[src/rtl/fetch_sequencer_if.sv]
// =====================================================================
// Module   : fetch_sequencer_if
// Brief    : Issue/decode handshake between fetch_sequencer and control.
// Revision : 1.0
// =====================================================================
`default_nettype none

interface fetch_sequencer_if;
    logic [31:0] instr;
    logic [4:0]  opcode;
    logic        instr_valid;
    logic        instr_ready;
    logic        branch;
    logic        jump;
    logic        is_ret;
    logic        br_taken;

    modport master (
        output instr, opcode, instr_valid,
        input  instr_ready, branch, jump, is_ret, br_taken
    );

    modport slave (
        input  instr, opcode, instr_valid,
        output instr_ready, branch, jump, is_ret, br_taken
    );
endinterface

`default_nettype wire

[src/rtl/fetch_sequencer.sv]
// =====================================================================
// Module   : fetch_sequencer
// Brief    : PC owner and instruction issue with a circular return-address
//            stack. Define FETCH_PERF_EN to add issue/redirect counters.
// Revision : 1.0
// =====================================================================
`default_nettype none

module fetch_sequencer #(
    parameter int         PC_W      = 8,
    parameter int         RAS_DEPTH = 4,
    parameter logic [4:0] HALT_OP   = 5'h1F
) (
    input  wire logic            clk,
    input  wire logic            rst_n,
    input  wire logic            start,
    output logic [PC_W-1:0]      imem_addr,
    input  wire logic [31:0]     imem_rdata,
    output logic [PC_W-1:0]      pc_out,
    output logic                 ras_err,
    fetch_sequencer_if.master    dec
`ifdef FETCH_PERF_EN
    ,
    output logic [15:0]          perf_issued,
    output logic [15:0]          perf_redirects
`endif
);

    localparam int                c_PTR_W = $clog2(RAS_DEPTH);
    localparam logic [c_PTR_W:0]  c_FULL  = (c_PTR_W+1)'(RAS_DEPTH);

    typedef enum logic [1:0] {
        S_IDLE = 2'd0,
        S_RUN  = 2'd1,
        S_HALT = 2'd2
    } state_t;

    state_t              r_state, w_state_nxt;
    logic [PC_W-1:0]     r_pc, w_pc_nxt, w_pc_inc;
    logic [PC_W-1:0]     w_target, w_offset;
    logic [PC_W-1:0]     r_ras [RAS_DEPTH];
    logic [c_PTR_W-1:0]  r_ptr, w_ptr_dec;
    logic [c_PTR_W:0]    r_cnt;
    logic                r_err;
    logic                w_accept, w_is_halt, w_push, w_pop, w_err_set;

    assign w_accept  = (r_state == S_RUN) && dec.instr_ready;
    assign w_is_halt = (imem_rdata[31:27] == HALT_OP);
    assign w_pc_inc  = r_pc + PC_W'(1);
    assign w_ptr_dec = r_ptr - c_PTR_W'(1);

    // Jump target is imm zero-extended, branch offset is imm sign-extended, both to PC_W.
    generate
        if (PC_W <= 12) begin : g_narrow_pc
            assign w_target = imem_rdata[PC_W-1:0];
            assign w_offset = imem_rdata[PC_W-1:0];
        end else begin : g_wide_pc
            assign w_target = {{(PC_W-12){1'b0}}, imem_rdata[11:0]};
            assign w_offset = {{(PC_W-12){imem_rdata[11]}}, imem_rdata[11:0]};
        end
    endgenerate

    always_comb begin
        w_state_nxt = r_state;
        w_pc_nxt    = r_pc;
        w_push      = 1'b0;
        w_pop       = 1'b0;
        w_err_set   = 1'b0;
        case (r_state)
            S_IDLE, S_HALT: begin
                if (start) w_state_nxt = S_RUN;
            end
            S_RUN: begin
                if (w_accept) begin
                    if (w_is_halt) begin
                        w_state_nxt = S_HALT;
                        w_pc_nxt    = w_pc_inc;
                    end else if (dec.is_ret) begin
                        if (r_cnt == '0) begin
                            w_err_set = 1'b1;
                            w_pc_nxt  = w_pc_inc;
                        end else begin
                            w_pop    = 1'b1;
                            w_pc_nxt = r_ras[w_ptr_dec];
                        end
                    end else if (dec.jump) begin
                        w_push    = 1'b1;
                        w_err_set = (r_cnt == c_FULL);
                        w_pc_nxt  = w_target;
                    end else if (dec.branch && dec.br_taken) begin
                        w_pc_nxt = w_pc_inc + w_offset;
                    end else begin
                        w_pc_nxt = w_pc_inc;
                    end
                end
            end
            default: w_state_nxt = S_IDLE;
        endcase
    end

    always_ff @(posedge clk or negedge rst_n) begin
        if (!rst_n) begin
            r_state <= S_IDLE;
            r_pc    <= '0;
            r_ptr   <= '0;
            r_cnt   <= '0;
            r_err   <= 1'b0;
            for (int i = 0; i < RAS_DEPTH; i++) r_ras[i] <= '0;
        end else begin
            r_state <= w_state_nxt;
            r_pc    <= w_pc_nxt;
            if (w_err_set) r_err <= 1'b1;
            // A push onto a full stack overwrites the oldest slot; depth stays at full.
            if (w_push) begin
                r_ras[r_ptr] <= w_pc_inc;
                r_ptr        <= r_ptr + c_PTR_W'(1);
                if (r_cnt != c_FULL) r_cnt <= r_cnt + (c_PTR_W+1)'(1);
            end else if (w_pop) begin
                r_ptr <= w_ptr_dec;
                r_cnt <= r_cnt - (c_PTR_W+1)'(1);
            end
        end
    end

    assign imem_addr       = r_pc;
    assign pc_out          = r_pc;
    assign ras_err         = r_err;
    assign dec.instr       = imem_rdata;
    assign dec.opcode      = imem_rdata[31:27];
    assign dec.instr_valid = (r_state == S_RUN);

`ifdef FETCH_PERF_EN
    logic        w_redirect;
    logic [15:0] r_perf_issued, r_perf_redir;

    assign w_redirect = w_accept && !w_is_halt &&
                        (dec.is_ret || dec.jump || (dec.branch && dec.br_taken));

    always_ff @(posedge clk or negedge rst_n) begin
        if (!rst_n) begin
            r_perf_issued <= '0;
            r_perf_redir  <= '0;
        end else begin
            if (w_accept && (r_perf_issued != 16'hFFFF))
                r_perf_issued <= r_perf_issued + 16'd1;
            if (w_redirect && (r_perf_redir != 16'hFFFF))
                r_perf_redir <= r_perf_redir + 16'd1;
        end
    end

    assign perf_issued    = r_perf_issued;
    assign perf_redirects = r_perf_redir;
`endif

endmodule

`default_nettype wire

[src/flat_wrapper.sv]
// flat-port wrapper written by rule: the top's interface ports become plain ports
module fetch_sequencer_flat 
#(
    parameter int         PC_W      = 8,
    parameter int         RAS_DEPTH = 4,
    parameter logic [4:0] HALT_OP   = 5'h1F
)
  (clk, rst_n, start, imem_addr, imem_rdata, pc_out, ras_err, dec_instr, dec_opcode, dec_instr_valid, dec_instr_ready, dec_branch, dec_jump, dec_is_ret, dec_br_taken);
  fetch_sequencer_if dec_i ();
  input  wire logic clk;
  input  wire logic rst_n;
  input  wire logic start;
  output logic [PC_W-1:0] imem_addr;
  input  wire logic [31:0] imem_rdata;
  output logic [PC_W-1:0] pc_out;
  output logic ras_err;
  output wire logic [$bits(dec_i.instr)-1:0] dec_instr;
  output wire logic [$bits(dec_i.opcode)-1:0] dec_opcode;
  output wire logic [$bits(dec_i.instr_valid)-1:0] dec_instr_valid;
  input wire logic [$bits(dec_i.instr_ready)-1:0] dec_instr_ready;
  input wire logic [$bits(dec_i.branch)-1:0] dec_branch;
  input wire logic [$bits(dec_i.jump)-1:0] dec_jump;
  input wire logic [$bits(dec_i.is_ret)-1:0] dec_is_ret;
  input wire logic [$bits(dec_i.br_taken)-1:0] dec_br_taken;
  assign dec_instr = dec_i.instr;
  assign dec_opcode = dec_i.opcode;
  assign dec_instr_valid = dec_i.instr_valid;
  assign dec_i.instr_ready = dec_instr_ready;
  assign dec_i.branch = dec_branch;
  assign dec_i.jump = dec_jump;
  assign dec_i.is_ret = dec_is_ret;
  assign dec_i.br_taken = dec_br_taken;
  fetch_sequencer #(.PC_W(PC_W), .RAS_DEPTH(RAS_DEPTH), .HALT_OP(HALT_OP)) u_core (.clk(clk), .rst_n(rst_n), .start(start), .imem_addr(imem_addr), .imem_rdata(imem_rdata), .pc_out(pc_out), .ras_err(ras_err), .dec(dec_i));
endmodule
[config.mk]
export PLATFORM = sky130hd
export DESIGN_NAME = fetch_sequencer_flat
export DESIGN_NICKNAME = d
export VERILOG_FILES = /design/src/rtl/fetch_sequencer_if.sv /design/src/rtl/fetch_sequencer.sv /design/src/flat_wrapper.sv
export SDC_FILE = /design/constraint.sdc
export NUM_CORES = 1
export LEC_CHECK = 0
export ABC_AREA = 1
export BUFFER_PORTS_ARGS = -buffer_cell sky130_fd_sc_hd__buf_2
export CORE_ASPECT_RATIO = 0.8
export CORE_MARGIN = 2
export CORE_UTILIZATION = 45
export DETAILED_ROUTE_END_ITERATION = 10
export HOLD_SLACK_MARGIN = 0.12
export PLACE_DENSITY = 0.71
export SLEW_MARGIN = 40
export SYNTH_ARGS = -nofsm -noshare
export SYNTH_HDL_FRONTEND = slang
export SYNTH_SLANG_ARGS = --single-unit
export TNS_END_PERCENT = 30
[constraint.sdc]
create_clock -name clk -period 3.05 [get_ports clk]
set_clock_uncertainty 0.2 [all_clocks]
set_input_delay 0.305 -clock clk [delete_from_list [all_inputs] [get_ports clk]]
set_output_delay 0.305 -clock clk [all_outputs]
set_load 0.03 [all_outputs]
After elaboration in Yosys (flattened, before gate mapping)
Index checks and enable logic that the tools add are counted.
{ "totals": {"reg_bits": 48, "in_bits": 40, "output_inout_bits": 55, "word_cells": 75} }
{ "op_classes": {"add_sub_neg": 6, "order_cmp": 3, "n_eq_ne": 9, "mux": 36, "bitwise_logic": 2, "n_reduce_logical": 10} }
{ "op_table": {"columns": ["op", "n"], "rows": [
  ["$mux W8", 8],
  ["$bwmux W32", 1],
  ["$bmux W8 S2", 1],
  ["$demux W8 S2", 1],
  ["$mux W1", 16],
  ["$mux W2", 5],
  ["$mux W3", 3],
  ["$add A8 B1 Y8 const B", 1],
  ["$add A8 B8 Y8", 1],
  ["$ge A3 B3 Y1 const B", 2],
  ["$not A2 Y3", 2],
  ["$eq A5 B5 Y1 const B", 1],
  ["$ne A2 B1 Y1 const B", 2],
  ["$ne A2 B2 Y1 const B", 2],
  ["$pmux W2 S2", 1],
  ["$reduce_and A2 Y1", 2],
  ["$add A3 B1 Y3 const B", 1],
  ["$eq A3 B3 Y1 const B", 1],
  ["$logic_and A1 B1 Y1", 3],
  ["$logic_not A3 Y1", 1],
  ["$lt A3 B1 Y1 const B", 1],
  ["$ne A3 B3 Y1 const B", 1],
  ["$reduce_and A3 Y1", 1],
  ["$sub A3 B1 Y3 const B", 1],
  ["other kinds (7)", 7]
]} }

Depth between registers and ports, before layout
{ "depth": {"word_depth": 8, "ltp_mapped": 18, "depth_no_buf": 18} }

Least setup slack after synthesis
Ideal clock, no wire load.
{ "synth_timing": {"path_kind": "register to register", "startpoint": "register u_core.r_pc[0], in the netlist u_core.imem_addr[0]", "endpoint": "register u_core.r_pc[7], in the netlist u_core.imem_addr[7]", "setup_ns": 0.117, "arrival_ns": 2.448, "t_required_ns": 2.733, "setup_slack_ns": 0.285, "path_stages_with_launch": 18, "n_path_buf": 0, "period_less_slack_ns": 2.765, "cell_sequence": "dfrtp_1 > ha_1 > nand2_1 > inv_2 > nand3_1 > xor2_1 > inv_1 > ha_1 > nand2_1 > inv_1 > a21oi_1 > nand3_1 > nand3_1 > nand2_1 > nand3_1 > nand2_1 > nand2_1 > nand2_1"} }
{ "synth_via": {"elab_chain_len": 6, "word_cells_on_any_way": 7, "cone_classes": "add/sub: 2; mux: 5"} }
{ "synth_rtl": {"columns": ["item", "line", "text"], "rows": [
  ["start: declaration", "fetch_sequencer.sv:39", "logic [PC_W-1:0] r_pc, w_pc_nxt, w_pc_inc;"],
  ["start signal: assignment", "fetch_sequencer.sv:111", "r_pc <= w_pc_nxt;"],
  ["$add A8 B1 Y8", "fetch_sequencer.sv:49", "assign w_pc_inc = r_pc + PC_W'(1);"],
  ["via u_core.w_pc_inc[6]", "fetch_sequencer.sv:39", null],
  ["$add A8 B8 Y8", "fetch_sequencer.sv:91", "w_pc_nxt = w_pc_inc + w_offset;"],
  ["$mux W8", "fetch_sequencer.sv:90", "end else if (dec.branch && dec.br_taken) begin"],
  ["$mux W8", "fetch_sequencer.sv:86", "end else if (dec.jump) begin"],
  ["$mux W8", "fetch_sequencer.sv:78", "end else if (dec.is_ret) begin"],
  ["$mux W8", "fetch_sequencer.sv:75", "if (w_is_halt) begin"]
]} }
The timed path passes the listed nets, and every way through them passes these cells.
A chain may end at the register's enable or synchronous reset.

Worst setup path after layout
{ "layout_timing": {"startpoint": "register u_core.r_pc[1], in the netlist u_core.imem_addr[1]", "endpoint": "register u_core.r_pc[7], in the netlist u_core.imem_addr[7]"} }
Same word-level chain as after synthesis.

==> results.cfg <==
[timing]
max_freq_ghz = 0.375
slew_violations = 0
rsz0062_at_grt = false
fin_crit_ns = 2.67
setup_violations = 0
finalCritPeriodShare_pct = 87.4
worstMarginPinSlew_ns = 0.608
final-hold-violation-count = 0
setup_tns_ns = 0
slew_headroom_pct = 59.5

[status]
run_status = finished clean

[cts]
clk_latency_ns = 0.31
cts_resized = 0
clock_sinks = 48
clk_path_buf_depth = 2
cts_inserted_buffers = 5
htree_levels = 2
clk_pin_slew_ns = 0.10
cts_root_buffer = clkbuf_8
cts_tree = yes

[route]
post_drt_wl_per_cell_um = 14.6
drtPass1Iterations = 4
routed_wirelength_mm = 7.76
ant_nets = 0
drt-initial-drc-count = 187
vias_per_cell = 5.22
drc_errors = 0
vias = 2764

[critical_path]
crit_buf_inv = 1
worstSetupPathType = flip-flop to flip-flop
start_kind = flip-flop
path_cells = ha_1 > nand2_1 > o21ai_1 > inv_1 > ha_1 > nand2_1 > nand2_1 > a21oi_1 > nand3_1 > nand3_1 > nand2_1 > nand3_1 > nand2_1 > nand2_1 > nand2_1
cp_slowest_stage_delay_ns = 0.44
path_delay_family = simple AND/OR/NAND/NOR gates
crit_fanout = 6
worstPathArrival_ns = 2.68
endpoint_kind = flip-flop
critPathRequiredTime_ns = 3.06
rrSetupSlack_ns = 0.38
cp_common_cell = nand2_1
critPathSlowestCell = dfrtp_1

[floorplanning]
rows = 27
die-area_um2 = 8070
fp.dieH_um = 80.8
pin_count = 95
start_util_pct = 47.4
die_w_um = 100
core_um2 = 6990

[global_routing]
grt_pass1_wl_mm = 13.0
top_usage_layer = met2
overflow = 0
antenna_found_initial = 0
use_met2_pct = 31.6
grt_max_degree = 49
met3_usage_pct = 3.61
grt_pass1_vias = 2686
use_met1_pct = 29.8
grt_usage_pct = 20.5

[placed_design]
gp_congestion = 0.867
placed_cells = 521
dp_hpwl_mm = 5.80
port_buffers = 56

[synth]
synth_edf_count = 0
syn-cell-area_um2 = 3310
ys_ff_latch = 48
synthCells = 425
synth_flop_cell = dfrtp_1
yosysWarnings = 0
ys_seq_area_share_pct = 36.2
avgSynthCellArea_um2 = 7.80
synth_cell_types = 40
async_flop_share_pct = 100
syn-num-nets = 480

[layout]
drive_gt1_share_pct = 22.3
antennaDiodeCount = 0
stdcell_count = 530
finish.utilization_pct = 49.2
area.growth.synth_to_final_pct = 3.85
final_net_count = 498

[worst_hold_path]
hold_class = input pin to flip-flop

[pwr]
power.density_nw_per_um2 = 1030
ir_drop_mv = 0.624
p_leak_nw = 1.84

[run]
maxCapViolations = 0
[path summary, 6_finish.rpt]
path / depth (start not counted) / endpoint / start
max: 15 / u_core.imem_addr[7] / u_core.imem_addr[1]
min: 4 / u_core.r_state[0] / dec_instr_ready
max reg2reg: 15 / u_core.imem_addr[7] / u_core.imem_addr[1]
min reg2reg: 1 / u_core.ras_err / u_core.ras_err
max in group asynchronous: 2 / u_core.r_ras[4] / rst_n
min in group asynchronous: 2 / u_core.imem_addr[2] / rst_n
[placed cells by master (no fill, tap or decap), types with 2 or more instances in the layout]
cell and count:
o21ai_0 24, inv_2 13, xor2_1 6, nand2_2 4, dlygate4sd3_1 2, buf_4 8
nor2_1 27, o211ai_1 4, nand2_1 97, a21o_1 2, fa_1 2, inv_1 32
dfrtp_1 48, nand3_1 18, o22ai_1 5, or2_2 2, a21oi_1 14, xnor2_1 2
nand4_1 3, clkbuf_8 5, buf_2 55, nand2_4 4, o21ai_1 32, a22oi_1 3
ha_1 13
[timing repair]
item,4_1_cts,5_1_grt
hold buffers,2,0
hold endpoints to repair,50,0
setup buffers,0,0
[metal layers]
layer | share of wire [%] | up-vias
li1 | - | 1373
met1 | 51 | 1290
met2 | 42 | 90
met3 | 5.3 | 11
met4 | 1.3 | 0
met5 | 0 | -
[report_power, final]
group          total, mW  internal, mW  leakage, nW  switching (mW)
clock network      0.368         0.156       0.0410           0.212
logic               2.06         0.715         1.20            1.35
registers           1.11         0.913        0.607           0.193
[area by class of cell]
type	instances	area [um2]
tap	87	109
fill	670	3550
multi-input combinational	277	1520
inverter	46	175
timing repair buffer	65	355
clock inverter	1	5.00
sequential	48	1200
clock buffer	6	72.6
[worst register-to-register path: stages (launching register included)]
cell and delay, ns:
dfrtp_1 0.44, ha_1 0.20, nand2_1 0.11, o21ai_1 0.39, inv_1 0.08, ha_1 0.35
nand2_1 0.09, nand2_1 0.06, a21oi_1 0.16, nand3_1 0.13, nand3_1 0.10, nand2_1 0.05
nand3_1 0.06, nand2_1 0.05, nand2_1 0.05, nand2_1 0.04
[metrics by stage]
| step | hold slack (ns) | total power [mW] | instance area (um2) | setup WS [ns] |
|---|---|---|---|---|
| 6_report | 0.162 | 3.53 | 3440 | 0.383 |
| 5_1_grt | 0.213 | 3.86 | 3440 | 0.112 |
| 4_1_cts | 0.168 | 3.53 | 3440 | 0.420 |
| 3_5_place_dp | 0.166 | 3.15 | 3340 | 0.413 |
| 3_3_place_gp | 0.255 | 3.12 | 3340 | 0.508 |
| 2_1_floorplan | -0.191 | 2.68 | 3310 | 0.285 |
[logic make-up after synthesis]
kind of cell / after synthesis / synth area share, %
simple gates: 163 / 22.2
compound gates: 91 / 15.6
xor+xnor: 8 / 2.11
fa+ha+maj: 15 / 6.12
flops: 48 / 36.2
buf+inv: 100 / 17.8
[cell usage after synthesis (2+ instances only)]
cell / number / area share, %
a21o_1: 2 / 0.45
a21oi_1: 14 / 2.1
a22oi_1: 3 / 0.68
buf_2: 4 / 0.60
buf_4: 45 / 10
buf_6: 5 / 1.7
dfrtp_1: 48 / 36
fa_1: 2 / 1.2
ha_1: 13 / 4.9
inv_1: 32 / 3.6
inv_2: 13 / 1.5
nand2_1: 97 / 11
nand2_2: 4 / 0.75
nand2_4: 4 / 1.4
nand3_1: 18 / 2.7
nand4_1: 3 / 0.57
nor2_1: 27 / 3.1
o211ai_1: 4 / 0.91
o21ai_0: 24 / 3.6
o21ai_1: 32 / 4.8
o22ai_1: 5 / 0.94
or2_2: 2 / 0.38
xnor2_1: 2 / 0.53
xor2_1: 6 / 1.6
[sequential cells by signal, summed over array words and instances, names as in the netlist]
register / flops
u_core.r_ras: 32
u_core.imem_addr: 8
u_core.r_cnt: 3
u_core.r_ptr: 2
u_core.r_state: 2
u_core.ras_err: 1
Note: power is estimated with default switching activity, not from simulation.
